[src/rtl/keypad_scanner.sv]
// keypad_scanner: scans a 4x4 hex keypad one column at a time, synchronises
// and debounces every key, and presents the debounced state as keyMatrix
// together with one-cycle press/release events.
// Optional build macro: KEYPAD_REMAP_EN (maps physical keys to CHIP-8 layout).
module keypad_scanner #(
   parameter int SETTLE_CYCLES  = 8,
   parameter int DEBOUNCE_SCANS = 4
) (
   input  logic        clk,
   input  logic        reset,
   input  logic        scan_en,
   input  logic [3:0]  row_n,
   output logic [3:0]  col_n,
   output logic [15:0] keyMatrix,
   output logic        key_event,
   output logic [3:0]  key_code,
   output logic        key_down
);

   typedef enum logic [2:0] {IDLE, DRIVE, SETTLE, SAMPLE, COMMIT} state_t;

   localparam logic [7:0] SETTLE_LAST = 8'(SETTLE_CYCLES - 1);
   localparam logic [3:0] DB_LAST     = 4'(DEBOUNCE_SCANS - 1);

   // Physical index p = col*4 + row to reported hex code.
   function automatic logic [3:0] map_key(input logic [3:0] p);
`ifdef KEYPAD_REMAP_EN
      case (p)
         4'd0:    map_key = 4'h1;
         4'd1:    map_key = 4'h4;
         4'd2:    map_key = 4'h7;
         4'd3:    map_key = 4'hA;
         4'd4:    map_key = 4'h2;
         4'd5:    map_key = 4'h5;
         4'd6:    map_key = 4'h8;
         4'd7:    map_key = 4'h0;
         4'd8:    map_key = 4'h3;
         4'd9:    map_key = 4'h6;
         4'd10:   map_key = 4'h9;
         4'd11:   map_key = 4'hB;
         4'd12:   map_key = 4'hC;
         4'd13:   map_key = 4'hD;
         4'd14:   map_key = 4'hE;
         default: map_key = 4'hF;
      endcase
`else
      map_key = p;
`endif
   endfunction

   state_t           state, state_nxt;
   logic [1:0]       col, col_nxt;
   logic [7:0]       cnt, cnt_nxt;
   logic [3:0]       k, k_nxt;
   logic [3:0]       col_n_nxt;
   logic [15:0]      raw, raw_nxt;
   logic [15:0]      stable, stable_nxt;
   logic [15:0][3:0] dbc, dbc_nxt;
   logic [15:0]      km_nxt;
   logic             key_event_nxt;
   logic [3:0]       key_code_nxt;
   logic             key_down_nxt;
   logic [3:0]       row_meta, row_sync;

   // Two-flop synchroniser for the asynchronous row inputs; idles at "row high".
   always_ff @(posedge clk or posedge reset) begin
      if (reset) begin
         row_meta <= 4'hF;
         row_sync <= 4'hF;
      end else begin
         row_meta <= row_n;
         row_sync <= row_meta;
      end
   end

   // Next-state and datapath updates for the scan / debounce sequencer.
   always_comb begin
      state_nxt     = state;
      col_nxt       = col;
      cnt_nxt       = cnt;
      k_nxt         = k;
      col_n_nxt     = col_n;
      raw_nxt       = raw;
      stable_nxt    = stable;
      dbc_nxt       = dbc;
      km_nxt        = keyMatrix;
      key_event_nxt = 1'b0;
      key_code_nxt  = key_code;
      key_down_nxt  = key_down;
      case (state)
         IDLE: begin
            col_n_nxt = 4'hF;
            if (scan_en) begin
               state_nxt = DRIVE;
               col_nxt   = 2'd0;
            end
         end
         DRIVE: begin
            col_n_nxt = ~(4'b0001 << col);
            cnt_nxt   = 8'd0;
            state_nxt = SETTLE;
         end
         SETTLE: begin
            cnt_nxt = cnt + 8'd1;
            if (cnt == SETTLE_LAST) state_nxt = SAMPLE;
         end
         SAMPLE: begin
            raw_nxt[{col, 2'b00} +: 4] = ~row_sync;
            if (col == 2'd3) begin
               col_n_nxt = 4'hF;
               k_nxt     = 4'd0;
               state_nxt = COMMIT;
            end else begin
               col_nxt   = col + 2'd1;
               state_nxt = DRIVE;
            end
         end
         COMMIT: begin
            // One key per cycle, so simultaneous changes become separate events.
            if (raw[k] == stable[k]) begin
               dbc_nxt[k] = 4'd0;
            end else if (dbc[k] == DB_LAST) begin
               stable_nxt[k]       = raw[k];
               dbc_nxt[k]          = 4'd0;
               km_nxt[map_key(k)]  = raw[k];
               key_event_nxt       = 1'b1;
               key_code_nxt        = map_key(k);
               key_down_nxt        = raw[k];
            end else begin
               dbc_nxt[k] = dbc[k] + 4'd1;
            end
            k_nxt = k + 4'd1;
            if (k == 4'd15) begin
               if (scan_en) begin
                  state_nxt = DRIVE;
                  col_nxt   = 2'd0;
               end else begin
                  state_nxt = IDLE;
               end
            end
         end
         default: state_nxt = IDLE;
      endcase
   end

   // State and datapath registers; reset aborts any scan in progress.
   always_ff @(posedge clk or posedge reset) begin
      if (reset) begin
         state     <= IDLE;
         col       <= 2'd0;
         cnt       <= 8'd0;
         k         <= 4'd0;
         col_n     <= 4'hF;
         raw       <= 16'h0000;
         stable    <= 16'h0000;
         dbc       <= '0;
         keyMatrix <= 16'h0000;
         key_event <= 1'b0;
         key_code  <= 4'h0;
         key_down  <= 1'b0;
      end else begin
         state     <= state_nxt;
         col       <= col_nxt;
         cnt       <= cnt_nxt;
         k         <= k_nxt;
         col_n     <= col_n_nxt;
         raw       <= raw_nxt;
         stable    <= stable_nxt;
         dbc       <= dbc_nxt;
         keyMatrix <= km_nxt;
         key_event <= key_event_nxt;
         key_code  <= key_code_nxt;
         key_down  <= key_down_nxt;
      end
   end

endmodule

[config.mk]
export PLATFORM = sky130hd
export DESIGN_NAME = keypad_scanner
export DESIGN_NICKNAME = d
export VERILOG_FILES = /design/src/rtl/keypad_scanner.sv
export SDC_FILE = /design/constraint.sdc
export NUM_CORES = 1
export LEC_CHECK = 0
export CAP_MARGIN = 20
export CORE_MARGIN = 2
export CORE_UTILIZATION = 30
export DETAILED_ROUTE_END_ITERATION = 10
export SLEW_MARGIN = 40
export SYNTH_ARGS = -nofsm -noshare
export SYNTH_HDL_FRONTEND = slang
export SYNTH_SLANG_ARGS = --single-unit
[constraint.sdc]
create_clock -name clk -period 5.9 [get_ports clk]
set_clock_uncertainty 0.15 [all_clocks]
set_input_delay 1.77 -clock clk [delete_from_list [all_inputs] [get_ports clk]]
set_output_delay 1.77 -clock clk [all_outputs]
set_load 0.02 [all_outputs]
==> impl_metrics.tcl <==
set metrics [dict create \
    run_status "completed" \
    routed_via_density 5.15 \
    numPortBuffers 32 \
    tns_ps 0 \
    maxSlewViolCount 0 \
    hpwl_um 9870 \
    cp_data_required_time_ps 6030 \
    initialDrtViolationCount 267 \
    rsz0062_at_grt "false" \
    number_of_antenna_violations_at_the_first_check_in_global_routing 0 \
    mappedNetlistArea_um2 6210 \
    path_clk_slew_ps 60 \
    detail_route.drc_violations 0 \
    clock_power_share_pct 39.7 \
    synthCells 558 \
    num_vias 4473 \
    clk_root_buffer_cell "sky130_fd_sc_hd__clkbuf_16" \
    asyncSetResetFlopFracSynth_pct 100 \
    layout.cell_area.non_filler_um2 7330 \
    synth_edf_count 0 \
    initial_core_util_pct 30.6 \
    worst_skew_late_latency_ps 430 \
    fin_hold_ws_ps 207 \
    dpl-instance-area_um2 6760 \
    pwr-share-comb_pct 19.1 \
    timing.slew.headroom_pct 49.5 \
    syn-num-nets 577 \
    path_max_fanout 23 \
    chipWidth_um 148 \
    floorplan.rows 52 \
    hold_viol_final 0 \
    critical_path.endpoint_type "flop" \
    maximum_vdd_drop_mv 0.191 \
    cts_tree "built" \
    power.share.switching_pct 30.6 \
    multi_input_area_um2 2720 \
    avgRoutedWirePerCell_um 16.6 \
    cts_max_level 4 \
    post_cts_buffers 0 \
    synthesis.yosys.warnings 0 \
    grt_start_max_net_pins 75 \
    total_power_w 0.00251 \
    num-nets-final 605 \
    insertedDiodeCount 0 \
    worst-setup-path-type "reg -> reg" \
    power_frac_seq_pct 41.2 \
    hp-class "reg -> reg" \
    top_level_ports 33 \
    cts-hold-fix-buffers 0 \
    drt-total-wl_um 14400 \
    layout.filler_cells 2015 \
    synth_top_flop_cell "sky130_fd_sc_hd__dfrtp_1" \
    synth_seq_cells 131 \
    portion_of_the_post_synthesis_area_used_by_sequential_elements_pct 53.1 \
    globalRouteTotalUtil_pct 14.3 \
    globalRoute.totalOverflow 0 \
    max_freq_ghz 0.241 \
    timing.final.crit_period_ps 4150 \
    total_leakage_power_nw 2.95 \
    max-clock-path-buffers 2 \
    final_layout_size_suffix_gt1_share_pct 15.7 \
    clock_sink_count 131 \
    die_area_um2 21900 \
    cts_resized 0 \
    power.density_nw_per_um2 342 \
    gpl.final_weighted_congestion 0.803 \
    regArea_um2 3290 \
    setup.worst_path.start_class "flop" \
    chipHeight_um 148 \
    syn2layout_area_growth_pct 18.1 \
    fp.coreArea_um2 20300 \
    global_route_wire_length_before_repair_um 24400 \
    syn_avg_cell_area_um2 11.1 \
    internal-power_w 0.00174 \
    maxCapViolCount 0 \
    grt_pass1_vias 4708 \
    synth.distinct_cells 47 \
    p_switching_w 0.000769 \
    most_frequent_cells_in_the_layout "sky130_fd_sc_hd__dfrtp_1 (118), sky130_fd_sc_hd__nand2_1 (112), sky130_fd_sc_hd__o31ai_1 (50)" \
    detailedRoute.firstPassIterationCount 6 \
    layout_worst_path_cycle_share_pct 70.4 \
    cts_inserted_buffers 17 \
    cp_data_arrival_time_ps 4280 \
    worst_slew_pin_slew_ps 755 \
    final_common_cell "sky130_fd_sc_hd__dfrtp_1" \
    antenna_left 0 \
    count_of_endpoints_failing_setup_in_the_final_report 0 \
]
==> power by group through the flow <==
stage	Sequential, W	Clock (W)	Combinational [W]
after global placement	0.00105	0	0.000453
final	0.00104	0.000996	0.000479
after CTS	0.00104	0.00101	0.000485
after floorplan	0.00103	0	0.000371
after global routing	0.00105	0.00106	0.000538
after detailed placement	0.00105	0	0.000482
==> area by class of cell <==
| type | count | area share [%] |
|---|---|---|
| clock inverters | 10 | 1.13 |
| flip-flops and latches | 131 | 44.9 |
| repair buffers | 37 | 5.16 |
| clock buffers | 22 | 6.47 |
| multi-input cells | 389 | 37.1 |
| well taps | 270 | 4.61 |
| inverters | 10 | 0.580 |
==> through the flow <==
stage / util [%] / std cells / setup WS [ps]
finish: 36.1 / 869 / 1750
floorplan: - / 558 / 502
global route: 36.1 / 869 / 1430
detailed placement: 33.3 / 837 / 1780
CTS: 36.0 / 869 / 1740
global placement: 33.2 / 836 / 1660
==> cell families (layout without fill, tap and decap cells) <==
group / Yosys count / after routing / synth area share [%]
compound gates: 153 / 153 / 16.5
flops: 131 / 131 / 53.1
xor+xnor: 4 / 4 / 0.988
mux: 35 / 35 / 9.98
fa+ha+maj: 12 / 12 / 2.42
buf+inv: 38 / 79 / 3.49
simple gates: 185 / 185 / 13.5
==> cell usage after synthesis (all sizes together), types with 7 or more instances <==
master,n,share of area (%)
mux2i,9,1.5
clkbuf,10,0.60
buf,18,2.3
mux4,21,7.6
o31ai,60,8.1
ha,12,2.4
nand2,112,6.8
dfrtp,119,48
o21ai,64,5.2
dfstp,12,5.1
inv,10,0.60
a21oi,8,0.65
nand3,26,2.1
a22oi,7,0.85
nor2,20,1.6
==> path summary, 6_finish.rpt <==
path / start / end / slack (ps) / cells past startpoint
max in group asynchronous: reset / row_sync[1] / 3210 / 3
worst min register to register: row_meta[3] / row_sync[3] / 210 / 0
min in group asynchronous: reset / col[1] / 1620 / 2
worst min-delay path: row_meta[3] / row_sync[3] / 210 / 0
worst max register to register: k[0] / keyMatrix[6] / 1750 / 9
worst max-delay path: k[0] / keyMatrix[6] / 1750 / 9
==> registers in the layout, indices dropped and copies added, names as in the netlist <==
name and cells:
keyMatrix 16, row_sync 4, raw 16, key_event 1, dbc 64, key_down 1
state 3, cnt 8, col_n 4, row_meta 4, k 4, key_code 4
col 2
==> worst max-delay path: stages (launching register included) <==
cell and delay [ps]:
sky130_fd_sc_hd__dfrtp_1 590, sky130_fd_sc_hd__buf_4 440, sky130_fd_sc_hd__mux4_2 550, sky130_fd_sc_hd__a22oi_1 240, sky130_fd_sc_hd__nand2_1 130, sky130_fd_sc_hd__ha_1 260
sky130_fd_sc_hd__and3_1 210, sky130_fd_sc_hd__o21ai_4 560, sky130_fd_sc_hd__or2_1 690, sky130_fd_sc_hd__o31ai_1 160
==> routing by layer <==
layer,share of wire [%],track usage (%),vias up
li1,-,-,2081
met1,44,18.5,2238
met2,48,22.6,123
met3,6.4,4.01,31
met4,1.9,6.29,0
met5,0,0,-
Note: power is estimated with default switching activity, not from simulation.
